[config.mk]
export PLATFORM = sky130hd
export DESIGN_NAME = router_port_reader
export DESIGN_NICKNAME = d
export VERILOG_FILES = /design/src/rtl/router_pkg.sv /design/src/rtl/router_obuf.sv /design/src/rtl/router_port_reader.sv
export SDC_FILE = /design/constraint.sdc
export NUM_CORES = 1
export LEC_CHECK = 0
export CAP_MARGIN = 40
export CORE_ASPECT_RATIO = 2
export CORE_MARGIN = 2
export CORE_UTILIZATION = 28
export CTS_CLUSTER_SIZE = 16
export DETAILED_ROUTE_END_ITERATION = 7
export GPL_TIMING_DRIVEN = 0
export PLACE_DENSITY = 0.55
export SLEW_MARGIN = 10
export SYNTH_ARGS = -nofsm -noshare
export SYNTH_HDL_FRONTEND = slang
export SYNTH_HIERARCHICAL = 1
export SYNTH_SLANG_ARGS = --single-unit
[constraint.sdc]
create_clock -name clock -period 5.2 [get_ports clock]
set_input_delay 0.52 -clock clock [delete_from_list [all_inputs] [get_ports clock]]
set_output_delay 0.52 -clock clock [all_outputs]
set_load 0.1 [all_outputs]
[src/rtl/router_pkg.sv]
// Shared definitions for the router output-port reader.
// Contents:
//   HDR_LEN_W / HDR_ADDR_W - header field widths ({len, addr} in one byte)
//   ROUTER_TIMEOUT         - router soft-reset window in cycles
//   state_t                - packet reader FSM states
//   hdr_len / hdr_addr     - header field extraction
//   parity_step            - one step of the running 8-bit XOR parity
package router_pkg;

    localparam int HDR_LEN_W      = 6;
    localparam int HDR_ADDR_W     = 2;
    localparam int ROUTER_TIMEOUT = 30;

    typedef enum logic [1:0] {
        IDLE = 2'd0,
        HDR  = 2'd1,
        PAY  = 2'd2,
        PAR  = 2'd3
    } state_t;

    function automatic logic [HDR_LEN_W-1:0] hdr_len(input logic [7:0] hdr);
        return hdr[7:2];
    endfunction

    function automatic logic [HDR_ADDR_W-1:0] hdr_addr(input logic [7:0] hdr);
        return hdr[1:0];
    endfunction

    function automatic logic [7:0] parity_step(input logic [7:0] acc, input logic [7:0] data);
        return acc ^ data;
    endfunction

endpackage

[src/rtl/router_obuf.sv]
// Small synchronous FIFO holding {last, byte} payload entries.
// Ports:
//   clock, reset  - rising-edge clock, synchronous active-high reset
//   flush         - drop all entries (pointers and count cleared)
//   push, push_data, push_last - write one entry
//   pop           - consume the head entry (ignored when empty)
//   head_valid, head_data, head_last - head entry; data reads 0 when empty
//   occupancy     - number of stored entries
module router_obuf #(
    parameter int DEPTH = 4
) (
    input  logic                     clock,
    input  logic                     reset,
    input  logic                     flush,
    input  logic                     push,
    input  logic [7:0]               push_data,
    input  logic                     push_last,
    input  logic                     pop,
    output logic                     head_valid,
    output logic [7:0]               head_data,
    output logic                     head_last,
    output logic [$clog2(DEPTH):0]   occupancy
);

    localparam int AW = $clog2(DEPTH);
    localparam logic [AW:0] DEPTH_C = (AW + 1)'(DEPTH);

    logic [8:0]    mem_r [DEPTH];
    logic [AW-1:0] wr_ptr_r;
    logic [AW-1:0] rd_ptr_r;
    logic [AW:0]   count_r;
    logic          do_pop_s;
    logic          do_push_s;

    assign do_pop_s   = pop && (count_r != '0);
    // a push into a full buffer is allowed only when the head leaves in the same cycle
    assign do_push_s  = push && ((count_r != DEPTH_C) || do_pop_s);
    assign head_valid = (count_r != '0);
    assign head_data  = head_valid ? mem_r[rd_ptr_r][7:0] : 8'h00;
    assign head_last  = head_valid ? mem_r[rd_ptr_r][8] : 1'b0;
    assign occupancy  = count_r;

    // Storage, wrapping pointers and occupancy count.
    always_ff @(posedge clock) begin
        if (reset) begin
            for (int i = 0; i < DEPTH; i++) begin
                mem_r[i] <= 9'd0;
            end
            wr_ptr_r <= '0;
            rd_ptr_r <= '0;
            count_r  <= '0;
        end else if (flush) begin
            wr_ptr_r <= '0;
            rd_ptr_r <= '0;
            count_r  <= '0;
        end else begin
            if (do_push_s) begin
                mem_r[wr_ptr_r] <= {push_last, push_data};
                wr_ptr_r        <= wr_ptr_r + AW'(1);
            end
            if (do_pop_s) begin
                rd_ptr_r <= rd_ptr_r + AW'(1);
            end
            case ({do_push_s, do_pop_s})
                2'b10:   count_r <= count_r + (AW + 1)'(1);
                2'b01:   count_r <= count_r - (AW + 1)'(1);
                default: count_r <= count_r;
            endcase
        end
    end

endmodule

[src/rtl/router_port_reader.sv]
// Consumer for one router output port: drains packets from the port FIFO,
// strips header and parity, streams the payload out and reports status.
// Ports:
//   clock, reset          - rising-edge clock, synchronous active-high reset
//   valid_out, data_out   - router FIFO non-empty flag and read data (1-cycle latency)
//   read_enb              - FIFO read strobe
//   out_data/out_valid/out_ready/out_last - payload byte stream
//   pkt_done              - one-cycle pulse after the parity byte is consumed
//   pkt_len, pkt_addr     - length/address of the last completed packet
//   parity_err, addr_err  - status of the last completed packet
//   timeout               - one-cycle pulse when the packet is abandoned
module router_port_reader
    import router_pkg::*;
#(
    parameter int PORT_ID     = 0,
    parameter int OBUF_DEPTH  = 4,
    parameter int TIMEOUT_CYC = ROUTER_TIMEOUT
) (
    input  logic                  clock,
    input  logic                  reset,
    input  logic                  valid_out,
    input  logic [7:0]            data_out,
    output logic                  read_enb,
    output logic [7:0]            out_data,
    output logic                  out_valid,
    input  logic                  out_ready,
    output logic                  out_last,
    output logic                  pkt_done,
    output logic [HDR_LEN_W-1:0]  pkt_len,
    output logic [HDR_ADDR_W-1:0] pkt_addr,
    output logic                  parity_err,
    output logic                  addr_err,
    output logic                  timeout
);

    localparam int OCC_W  = $clog2(OBUF_DEPTH) + 1;
    localparam int TCNT_W = $clog2(TIMEOUT_CYC + 1);
    localparam logic [OCC_W-1:0]      DEPTH_C     = OCC_W'(OBUF_DEPTH);
    localparam logic [TCNT_W-1:0]     TO_LAST_C   = TCNT_W'(TIMEOUT_CYC - 1);
    localparam logic [HDR_ADDR_W-1:0] PORT_ADDR_C = HDR_ADDR_W'(PORT_ID);

    state_t                state_r;
    logic                  rd_pend_r;   // a read was issued last cycle; data_out is live now
    logic [HDR_LEN_W-1:0]  rem_r;       // payload bytes still to be received
    logic [7:0]            parity_r;
    logic [HDR_LEN_W-1:0]  hdr_len_r;
    logic [HDR_ADDR_W-1:0] hdr_addr_r;
    logic [TCNT_W-1:0]     tcnt_r;

    logic [OCC_W-1:0]      occ_s;
    logic [OCC_W-1:0]      pend_occ_s;
    logic [HDR_LEN_W-1:0]  pend_rem_s;
    logic [HDR_LEN_W-1:0]  in_len_s;
    logic                  rd_ok_s;
    logic                  to_fire_s;
    logic                  push_s;
    logic                  push_last_s;
    logic                  pop_s;

    assign in_len_s   = hdr_len(data_out);
    assign pend_occ_s = {{(OCC_W-1){1'b0}}, rd_pend_r};
    assign pend_rem_s = {{(HDR_LEN_W-1){1'b0}}, rd_pend_r};

    // Per-state read permission; buffer space counts the read already in flight.
    always_comb begin
        rd_ok_s = 1'b0;
        case (state_r)
            IDLE:    rd_ok_s = 1'b1;
            HDR:     rd_ok_s = (in_len_s != '0) && (occ_s < DEPTH_C);
            PAY:     rd_ok_s = (rem_r > pend_rem_s) && ((occ_s + pend_occ_s) < DEPTH_C);
            PAR:     rd_ok_s = !rd_pend_r;
            default: rd_ok_s = 1'b0;
        endcase
    end

    assign read_enb    = rd_ok_s && valid_out && !reset;
    assign to_fire_s   = valid_out && !read_enb && (tcnt_r == TO_LAST_C);
    assign push_s      = (state_r == PAY) && rd_pend_r && !to_fire_s;
    assign push_last_s = (rem_r == HDR_LEN_W'(1));
    assign pop_s       = out_valid && out_ready;

    router_obuf #(
        .DEPTH (OBUF_DEPTH)
    ) u_obuf (
        .clock      (clock),
        .reset      (reset),
        .flush      (to_fire_s),
        .push       (push_s),
        .push_data  (data_out),
        .push_last  (push_last_s),
        .pop        (pop_s),
        .head_valid (out_valid),
        .head_data  (out_data),
        .head_last  (out_last),
        .occupancy  (occ_s)
    );

    // Packet FSM, parity, timeout counter and registered status outputs.
    always_ff @(posedge clock) begin
        if (reset) begin
            state_r    <= IDLE;
            rd_pend_r  <= 1'b0;
            rem_r      <= '0;
            parity_r   <= 8'h00;
            hdr_len_r  <= '0;
            hdr_addr_r <= '0;
            tcnt_r     <= '0;
            pkt_done   <= 1'b0;
            pkt_len    <= '0;
            pkt_addr   <= '0;
            parity_err <= 1'b0;
            addr_err   <= 1'b0;
            timeout    <= 1'b0;
        end else begin
            pkt_done <= 1'b0;
            timeout  <= 1'b0;
            if (valid_out && !read_enb && (tcnt_r != TO_LAST_C)) begin
                tcnt_r <= tcnt_r + TCNT_W'(1);
            end else begin
                tcnt_r <= '0;
            end
            if (to_fire_s) begin
                // the router soft-resets its FIFO now: drop the packet entirely
                timeout   <= 1'b1;
                state_r   <= IDLE;
                rd_pend_r <= 1'b0;
                rem_r     <= '0;
            end else begin
                rd_pend_r <= read_enb;
                case (state_r)
                    IDLE: begin
                        if (read_enb) begin
                            state_r <= HDR;
                        end
                    end
                    HDR: begin
                        hdr_len_r  <= in_len_s;
                        hdr_addr_r <= hdr_addr(data_out);
                        parity_r   <= data_out;
                        rem_r      <= in_len_s;
                        state_r    <= (in_len_s == '0) ? PAR : PAY;
                    end
                    PAY: begin
                        if (rd_pend_r) begin
                            parity_r <= parity_step(parity_r, data_out);
                            rem_r    <= rem_r - HDR_LEN_W'(1);
                            if (rem_r == HDR_LEN_W'(1)) begin
                                state_r <= PAR;
                            end
                        end
                    end
                    PAR: begin
                        if (rd_pend_r) begin
                            pkt_done   <= 1'b1;
                            pkt_len    <= hdr_len_r;
                            pkt_addr   <= hdr_addr_r;
                            parity_err <= (parity_r != data_out);
                            addr_err   <= (hdr_addr_r != PORT_ADDR_C);
                            state_r    <= IDLE;
                        end
                    end
                    default: state_r <= IDLE;
                endcase
            end
        end
    end

endmodule

==> qor.csv, run 1 <==
stage;metric;value;unit
clocking;hold buffers post-CTS;0;
timing;RSZ-0062 raised after global routing;false;
layout;final cell count without fillers;703;
yosys;number of flops mapped to enable cells by yosys;36;
timing;setup_tns;0;ps
clocking;Num CTS Buffers;9;
timing;Least-Margin Pin Slew;581.2;ps
clocking;Clk pin slew, worst setup/hold paths;70;ps
yosys;Yosys reg bits;87;
place;gpl congestion;0.8348;
timing;final setup violating endpoints;0;
routing;DRC violations left;0;
clocking;post_cts resized;0;
timing;min cycle time layout;4044;ps
clocking;root buf cell;clkbuf_16;
critical_path;reg-to-reg slack, setup;1340;ps
clocking;Worst-Skew Late Latency;350;ps
global_routing;initial antenna violation count;0;
clocking;CTS Buffer Depth;2;
critical_path;crit path cell chain;clkdlybuf4s50_1 > nor4_2 > a211o_2 > o211a_1 > o21ai_1 > nor2b_1 > buf_2 > inv_1 > nand3_1 > fa_1 > nand2b_1 > or3b_2 > a31oi_1;
yosys;synthesis warning total;6;
critical_path;CP max-delay cell;clkdlybuf4s50_1;
critical_path;critical path startpoint category;input port;
die;core box area;15780;um^2
place;IO Port Bufs;34;
timing;max_slew headroom;61.04;%
routing;routed vias;3479;
layout;share of cells above drive strength 1;15.94;%
critical_path;Max FO, Critical Path;11;
clocking;CTS tree;done;
yosys;register area share after synthesis;46.45;%
power;Cell Pwr Density;345.2;nW/um^2
global_routing;global-route wire length before repair;18190;um
timing;Fmax;247.3;MHz
yosys;synth unique cells;67;
critical_path;Worst Path Arrival;4310;ps
global_routing;vias in the first global route;3609;
global_routing;largest net degree at the start of global routing;17;
critical_path;data required time at the worst endpoint;5470;ps
routing;Avg WL per Cell;16.09;um
yosys;synthesized cell area;4526;um^2
timing;Final Cycle Share;77.78;%
power;Leak Pwr;2.013;nW
die;Die X;93.90;um
critical_path;Crit Path Class;in2reg;
timing;PnR worst setup slack;1156;ps
flow_run;max cap viols;0;
critical_path;reg-to-reg critical path startpoint;state_r[0];
yosys;asr flop ratio synth;0;%
die;Die Y;183.8;um
critical_path;crit end category;flop;
layout;P&R area growth vs syn;27.84;%
timing;Final Hold Violating Endpoints;0;
clocking;H-tree depth;3;
yosys;Top FF cell, synth;dfxtp_1;
hold_path;Hold Crit Class;reg2reg;
yosys;synthesized area per cell;10.57;um^2
hold_path;Worst Hold End;pkt_len[1];
critical_path;worst r2r dst;u_obuf/occupancy[2];
yosys;syn nets;451;
clocking;clk sinks;87;
die;FP Rows;65;
critical_path;cell count of the worst reg-to-reg path;14;
routing;Routed Antenna Nets;0;
global_routing;most used routing layer;met2;
critical_path;Largest stage delay, worst path;830;ps
timing;Fin Clk Skew;9.738;ps
layout;ANT cells;0;
global_routing;grt ovf;0;
layout;most common cell after layout, fill and taps aside;dfxtp_1;
global_routing;total track usage;13.69;%
die;Initial Util;28.68;%
routing;number of vias per cell;4.949;
routing;final WL;11310;um
outcome;status;complete, no violations;
place;Post-Place Cells;687;
routing;Iter 0 DRT Violations;196;
global_routing;GR Util met1;13.06;%
die;Die Area;17260;um^2
global_routing;GR Layer Usage met2;27.29;%
routing;drt pass-1 iters;4;
timing;Slew Viols, Final;0;
layout;Total Nets Final;520;
place;hpwl dp;8622;um
layout;most frequent cells in the layout;dfxtp_1 (51), edfxtp_1 (36), clkdlybuf4s50_1 (34), a21oi_1 (33);
global_routing;met3 Track Usage GR;2.091;%
clocking;Post-CTS Setup Inserts;0;
hold_path;HP Start;hdr_len_r[1];
die;I/O pin count;35;
yosys;synthesized instance count;428;
power;peak supply drop;0.1891;mV
place;Placement Setup Slack;772.1;ps
hold_path;hold depth;2;
[cell families (layout without fill, tap and decap cells)]
family          Yosys count  after routing  synth area share [%]
compound gates           96             96                 15.12
simple gates            174            174                 23.94
mux                      12             12                 5.142
flops                    87             87                 46.45
fa+ha+maj                11             11                 3.207
buf+inv                  33            107                 3.235
xor+xnor                 15             15                 2.903
[per-stage QoR]
stage	total power, mW	utilization, %	cell area, um^2	hold slack [ps]
finish	1.997	36.67	5786	476.7
detailed placement	1.346	34.73	5480	464.1
floorplan	1.215	-	4526	433.4
CTS	2.007	36.67	5786	476.0
global route	2.098	36.67	5786	500.6
global placement	1.319	32.43	5117	451.6
[how the worst max path moves through the flow]
stage | startpoint | to | slack, ps | cells after the start
finish | data_out[2] | u_obuf/occupancy[2] | 1160 | 13
global route | data_out[2] | u_obuf/occupancy[2] | 910 | 13
CTS | data_out[2] | u_obuf/mem_r[0][5] | 1120 | 10
detailed placement | data_out[2] | u_obuf/mem_r[0][4] | 770 | 10
global placement | data_out[2] | u_obuf/mem_r[1][4] | 840 | 10
floorplan | u_obuf/occupancy[2] | u_obuf/mem_r[2][0] | 1870 | 8
[power breakdown]
group	internal, mW	switching [mW]
logic	0.204	0.269
clock network	0.378	0.285
registers	0.788	0.0727
total	1.37	0.627
[sequential cells by signal, summed over array words and instances (netlist names), 2 cells and up, named ones only]
name and flops:
u_obuf/rd_ptr_r 2, parity_r 8, hdr_addr_r 2, hdr_len_r 6, tcnt_r 5, pkt_addr 2
pkt_len 6, state_r 2, rem_r 6, u_obuf/wr_ptr_r 2, u_obuf/occupancy 3, u_obuf/mem_r 36
[per-layer routing]
| layer | share of wire, % | wire [um] | up-vias |
|---|---|---|---|
| li1 | - | - | 1721 |
| met1 | 37 | 4166 | 1675 |
| met2 | 57 | 6497 | 63 |
| met3 | 2.5 | 284 | 20 |
| met4 | 3.2 | 359 | 0 |
| met5 | 0 | 0 | - |
[layout make-up]
cell class / instances / area (um^2)
multi-input cells: 308 / 2277
inverters: 13 / 48.80
plain buffers: 20 / 97.59
clock inverters: 7 / 80.08
clock buffers: 9 / 225.2
flip-flops and latches: 87 / 2102
repair buffers: 58 / 703.2
fillers: 1583 / 9992
well taps: 201 / 251.5
[Yosys cell counts (all sizes together), types with 4 or more instances]
cell / instances / area [um^2]
a21o: 4 / 37.53
a21oi: 33 / 165.2
a221o: 5 / 50.05
a31oi: 4 / 25.02
and2: 32 / 202.7
and2b: 4 / 30.03
buf: 12 / 67.56
clkbuf: 8 / 30.03
dfxtp: 51 / 1021
edfxtp: 36 / 1081
ha: 10 / 125.1
inv: 13 / 48.80
mux4: 9 / 202.7
nand2: 13 / 48.80
nand2b: 6 / 37.54
nand3: 24 / 120.1
nand4: 4 / 31.28
nor2: 31 / 116.4
nor2b: 15 / 93.84
nor3: 6 / 35.03
nor3b: 13 / 97.59
nor4: 6 / 88.83
nor4bb: 5 / 50.05
o211ai: 5 / 37.54
o21ai: 18 / 90.08
xnor2: 11 / 96.34
xor2: 4 / 35.03
[critical path: cells and delay by family]
kind            cells  cell delay [ps]
buf+inv             3             1260
simple gates        5             1050
compound gates      4             1260
fa+ha+maj           1              230
Power figures use the tool's default switching activity.
==> run 2: changes to the inputs <==
--- a/config.mk
+++ b/config.mk
@@ -12,7 +12,7 @@
 export CTS_CLUSTER_SIZE = 16
 export DETAILED_ROUTE_END_ITERATION = 7
 export GPL_TIMING_DRIVEN = 0
-export PLACE_DENSITY = 0.55
+export PLACE_DENSITY = 0.57
 export SLEW_MARGIN = 10
 export SYNTH_ARGS = -nofsm -noshare
 export SYNTH_HDL_FRONTEND = slang
==> constraint.sdc (replaced) <==
create_clock -name clock -period 3.3 [get_ports clock]
set_input_delay 0.33 -clock clock [delete_from_list [all_inputs] [get_ports clock]]
set_output_delay 0.33 -clock clock [all_outputs]
set_load 0.1 [all_outputs]
==> qor.csv, run 2 (synthesized netlist as in run 1, its figures left out) <==
stage;metric;value;unit
outcome;status;complete, no violations;
layout;ANT cells;0;
routing;Iter 0 DRT Violations;156;
critical_path;Max FO, Critical Path;9;
critical_path;Worst Path Arrival;3210;ps
critical_path;crit end category;flop;
die;Die Area;17260;um^2
timing;final setup violating endpoints;0;
critical_path;CP Depth;12;
critical_path;reg-to-reg slack, setup;110;ps
critical_path;CP max-delay cell;dfxtp_2;
routing;DRC violations left;0;
global_routing;total track usage;13.49;%
routing;Avg WL per Cell;15.65;um
routing;number of vias per cell;4.997;
layout;Regs by FF count;u_obuf/mem_r (36), parity_r (8);
place;hpwl dp;8334;um
hold_path;Hold Crit Class;reg2reg;
timing;Fin Clk Skew;14.11;ps
place;Placement Setup Slack;-908.9;ps
global_routing;initial antenna violation count;0;
die;Initial Util;28.68;%
global_routing;vias in the first global route;3467;
place;gpl congestion;0.8138;
critical_path;Critical Path Most Common Cell;buf_4;
critical_path;data required time at the worst endpoint;3330;ps
die;I/O pin count;35;
timing;min cycle time layout;3186;ps
layout;Total Nets Final;531;
critical_path;crit path cell chain;inv_2 > ha_1 > or2_1 > a31o_4 > o211a_4 > o21ai_4 > nor2b_1 > buf_4 > clkinvlp_4 > buf_4 > nor3_1 > a21o_2;
routing;Routed Antenna Nets;0;
layout;max reg flops;36;
routing;final WL;11170;um
clocking;H-tree depth;3;
power;peak supply drop;0.2861;mV
power;net load switching power;995.8;uW
power;Seq pwr share;43.5;%
timing;Final Cycle Share;96.54;%
global_routing;largest net degree at the start of global routing;17;
timing;Least-Margin Pin Slew;600.1;ps
die;FP Rows;65;
power;Cell Pwr Density;529.1;nW/um^2
critical_path;CP bufs+invs;4;
place;IO Port Bufs;34;
routing;drt pass-1 iters;4;
clocking;clk sinks;87;
flow_run;max cap viols;0;
timing;Slew Viols, Final;0;
layout;Biggest register;u_obuf/mem_r;
power;P_int;2.123;mW
clocking;root buf cell;clkbuf_16;
die;Die X;93.90;um
power;Clock Power Share;31.0;%
clocking;hold buffers post-CTS;0;
critical_path;critical path startpoint category;flop;
hold_path;hold depth;2;
critical_path;Largest stage delay, worst path;360;ps
power;Comb power frac;25.5;%
timing;PnR worst setup slack;114.1;ps
layout;most common cell after layout, fill and taps aside;dfxtp_1;
timing;setup_tns;0;ps
power;Leak Pwr;2.062;nW
clocking;CTS tree;done;
clocking;CTS Buffer Depth;2;
die;Die Y;183.8;um
timing;Fmax;313.9;MHz
routing;routed vias;3568;
timing;Final Hold Violating Endpoints;0;
timing;RSZ-0062 raised after global routing;false;
critical_path;cell count of the worst reg-to-reg path;12;
clocking;Num CTS Buffers;9;
power;Pwr Total;3.119;mW
critical_path;crit-path leading delay family;compound AO/OA/AOI/OAI gates;
clocking;Worst-Skew Late Latency;350;ps
power;Net Sw Frac;31.93;%
clocking;Clk pin slew, worst setup/hold paths;70;ps
critical_path;Crit Path Class;reg2reg;
global_routing;global-route wire length before repair;17870;um
timing;max_slew headroom;59.99;%
die;core box area;15780;um^2
global_routing;grt ovf;0;
layout;most frequent cells in the layout;dfxtp_1 (50), edfxtp_1 (36), a21oi_1 (33), and2_1 (31), nor2_1 (31);
layout;P&R area growth vs syn;30.25;%
layout;share of cells above drive strength 1;20.27;%
## run 2: per-layer routing
layer | global-route usage [%] | wire length (um) | vias up | part of all wire (%)
met3 | 2.788 | 399 | 16 | 3.6
met2 | 25.80 | 6390 | 77 | 57
li1 | - | - | 1746 | -
met1 | 13.79 | 4144 | 1729 | 37
met4 | 5.507 | 239 | 0 | 2.1
met5 | 0 | 0 | - | 0
## run 2: tightest hold or removal path: cells and delay by family (launching register included)
family | cells | cell delay [ps]
DFF | 1 | 310
and+or+nand+nor | 1 | 60
AOI/OAI and AO/OA | 1 | 50
## run 2: repair_timing
| item | in CTS | in global routing |
|---|---|---|
| setup buffers | 4 | 7 |
| pin swaps | 1 | 2 |
| resized for setup | 10 | 10 |
| gates cloned | 0 | 0 |
| endpoints found under the setup margin | 67 | 29 |
## run 2: through the flow
stage | hold WS, ps | cells | utilization [%] | area [um^2]
4_1_cts | 480.7 | 707 | 36.87 | 5817
6_report | 472.8 | 714 | 37.36 | 5894
3_3_place_gp | 452.9 | 663 | 32.43 | 5117
2_1_floorplan | 433.4 | 428 | - | 4526
5_1_grt | 496.0 | 714 | 37.36 | 5894
3_5_place_dp | 467.4 | 687 | 34.66 | 5468
## run 2: cell type report
type | instances | area (um^2)
Buffer | 20 | 100.1
Clock buffer | 10 | 229.0
Clock inverter | 6 | 52.55
Fill cell | 1585 | 9883
Inverter | 13 | 56.30
Multi-Input combinational cell | 308 | 2322
Sequential cell | 87 | 2103
Tap cell | 201 | 251.5
Timing Repair Buffer | 69 | 779.5
## run 2: power by group through the flow
stage | sequential, mW | combinational, mW | clock (mW)
global route | 1.38 | 0.885 | 1.04
floorplan | 1.35 | 0.560 | 0
finish | 1.36 | 0.795 | 0.966
detailed placement | 1.38 | 0.742 | 0
CTS | 1.35 | 0.765 | 0.988
global placement | 1.37 | 0.712 | 0
## run 2: final timing paths
kind,end,from
worst max-delay path,u_obuf/mem_r[0][5],rem_r[0]
worst min-delay path,pkt_len[0],hdr_len_r[0]
worst max register to register,u_obuf/mem_r[0][5],rem_r[0]
worst min register to register,pkt_len[0],hdr_len_r[0]
==> run 3: changes to the inputs <==
--- a/config.mk
+++ b/config.mk
@@ -7,7 +7,7 @@
 export LEC_CHECK = 0
 export CAP_MARGIN = 40
 export CORE_ASPECT_RATIO = 2
-export CORE_MARGIN = 2
+export CORE_MARGIN = 3
 export CORE_UTILIZATION = 28
 export CTS_CLUSTER_SIZE = 16
 export DETAILED_ROUTE_END_ITERATION = 7
==> qor.csv, run 3 (synthesized netlist as in run 1, its figures left out) <==
stage;metric;value;unit
critical_path;CP bufs+invs;4;
timing;Final Hold Violating Endpoints;0;
routing;DRC violations left;0;
critical_path;Worst Path Arrival;2810;ps
die;I/O pin count;35;
clocking;Num CTS Buffers;9;
timing;setup_tns;0;ps
routing;metal1 wirelength;4226;um
timing;RSZ-0062 raised after global routing;false;
routing;Iter 0 DRT Violations;153;
global_routing;largest net degree at the start of global routing;16;
place;Placed Area;5468;um^2
critical_path;Crit Path Class;reg2out;
power;P_int;2.248;mW
power;Comb power frac;23.9;%
clocking;Worst-Skew Late Latency;330;ps
critical_path;data required time at the worst endpoint;2970;ps
timing;PnR worst setup slack;161.5;ps
power;Pwr Total;3.216;mW
layout;Biggest register;u_obuf/mem_r;
layout;most frequent cells in the layout;dfxtp_1 (50), edfxtp_1 (36), a21oi_1 (33);
global_routing;initial antenna violation count;0;
timing;Fin Clk Skew;7.713;ps
timing;Slew Viols, Final;0;
power;Clock Power Share;33.9;%
layout;P&R area growth vs syn;30.11;%
routing;Avg WL per Cell;15.77;um
critical_path;critical path startpoint category;flop;
critical_path;CP max-delay cell;clkdlybuf4s50_1;
place;hpwl dp;8336;um
timing;final setup violating endpoints;0;
die;Die Area;17820;um^2
layout;cell area after layout;5888;um^2
power;Cell Pwr Density;546.2;nW/um^2
power;peak supply drop;0.3482;mV
routing;final WL;11160;um
layout;Finished Core Util;37.32;%
clocking;root buf cell;clkbuf_16;
clocking;Clk pin slew, worst setup/hold paths;60;ps
critical_path;crit path cell chain;inv_1 > ha_1 > or2_1 > a31o_4 > o211a_4 > buf_4 > nor2_1 > clkdlybuf4s50_1 > buf_8;
timing;Final Cycle Share;95.11;%
layout;most common cell after layout, fill and taps aside;dfxtp_1;
timing;Least-Margin Pin Slew;611.7;ps
layout;Total Nets Final;525;
clocking;H-tree depth;3;
place;IO Port Bufs;34;
global_routing;vias in the first global route;3765;
routing;DR top layer;met4;
routing;routed vias;3530;
die;Die X;95.90;um
timing;Fmax;318.6;MHz
die;Initial Util;28.68;%
power;net load switching power;968.1;uW
global_routing;grt ovf;0;
power;Net Sw Frac;30.10;%
clocking;clk sinks;87;
die;FP Rows;65;
die;Die Y;185.8;um
layout;Regs by FF count;u_obuf/mem_r (36), parity_r (8);
hold_path;Hold Crit Class;reg2reg;
outcome;status;complete, no violations;
global_routing;global-route wire length before repair;18670;um
layout;share of cells above drive strength 1;19.33;%
flow_run;max cap viols;0;
critical_path;Largest stage delay, worst path;530;ps
timing;max_slew headroom;58.91;%
critical_path;crit end category;output port;
place;gpl congestion;0.8053;
global_routing;total track usage;13.49;%
power;Seq pwr share;42.1;%
place;Placement Setup Slack;-894.2;ps
power;Leak Pwr;2.061;nW
routing;drt pass-1 iters;4;
routing;Routed Antenna Nets;0;
routing;met3 wire length;335;um
critical_path;Max FO, Critical Path;4;
clocking;CTS Buffer Depth;2;
die;core box area;15780;um^2
routing;met2 WL;6158;um
routing;number of vias per cell;4.986;
clocking;CTS tree;done;
layout;ANT cells;0;
timing;min cycle time layout;3139;ps
layout;max reg flops;36;
critical_path;crit-path leading delay family;buffers and inverters;
## run 3: cell count changes in the layout (fill, tap and decap cells not counted), sizes merged
| cell | change |
|---|---|
| dlymetal6s2s | -1 |
| clkbuf | -1 |
| bufinv | +2 |
| clkinvlp | -3 |
| clkdlybuf4s50 | +1 |
| clkinv | +2 |
| buf | -6 |
## run 3: power by group through the flow
stage                     Clock (mW)  Combinational [mW]  Sequential, mW
after floorplan                    0               0.560            1.35
after global placement             0               0.710            1.37
after detailed placement           0               0.739            1.38
after CTS                       1.12               0.761            1.35
after global routing            1.16               0.868            1.37
final                           1.09               0.770            1.35
## run 3: worst paths after layout
| check | slack [ps] | cells past startpoint | endpoint | start |
|---|---|---|---|---|
| min | 470 | 2 | pkt_len[0] | hdr_len_r[0] |
| max reg2reg | 160 | 14 | u_obuf/occupancy[2] | rem_r[0] |
| min reg2reg | 470 | 2 | pkt_len[0] | hdr_len_r[0] |
| max | 160 | 9 | read_enb | rem_r[0] |
## run 3: through the flow
stage	instances	hold slack, ps
2_1_floorplan	428	433.4
3_3_place_gp	663	442.4
3_5_place_dp	687	461.9
4_1_cts	706	477.0
5_1_grt	708	506.6
6_report	708	473.9
## run 3: what timing repair did
action                     4_1_cts  5_1_grt
hold buffers                     0        0
setup endpoints to repair       72       56
buffers inserted                 3        2
pin swaps                        1        1
resized for setup               12        9
## run 3: worst register-to-register path, cell delays in order (launching register included)
cell	delay, ps
dfxtp_2	350
inv_1	80
ha_1	270
or2_1	240
a31o_4	270
o211a_4	260
o21ai_4	150
nor2b_4	150
buf_4	140
clkinvlp_4	120
nand3_2	100
fa_2	220
nand2b_1	70
or3b_2	470
a31oi_1	180
## run 3: layout make-up
| class | count | area, um^2 |
|---|---|---|
| buffer | 20 | 100.1 |
| clock buffer | 9 | 225.2 |
| clock inverter | 7 | 95.09 |
| fill | 1598 | 9889 |
| inverter | 13 | 52.55 |
| multi-input combinational | 308 | 2328 |
| sequential | 87 | 2103 |
| tap | 201 | 251.5 |
| timing repair buffer | 63 | 732.0 |
## run 3: routing by layer
metal	vias up	global-route usage (%)
li1	1735	-
met1	1699	14.18
met2	71	24.68
met3	25	2.346
met4	0	7.355
met5	-	0
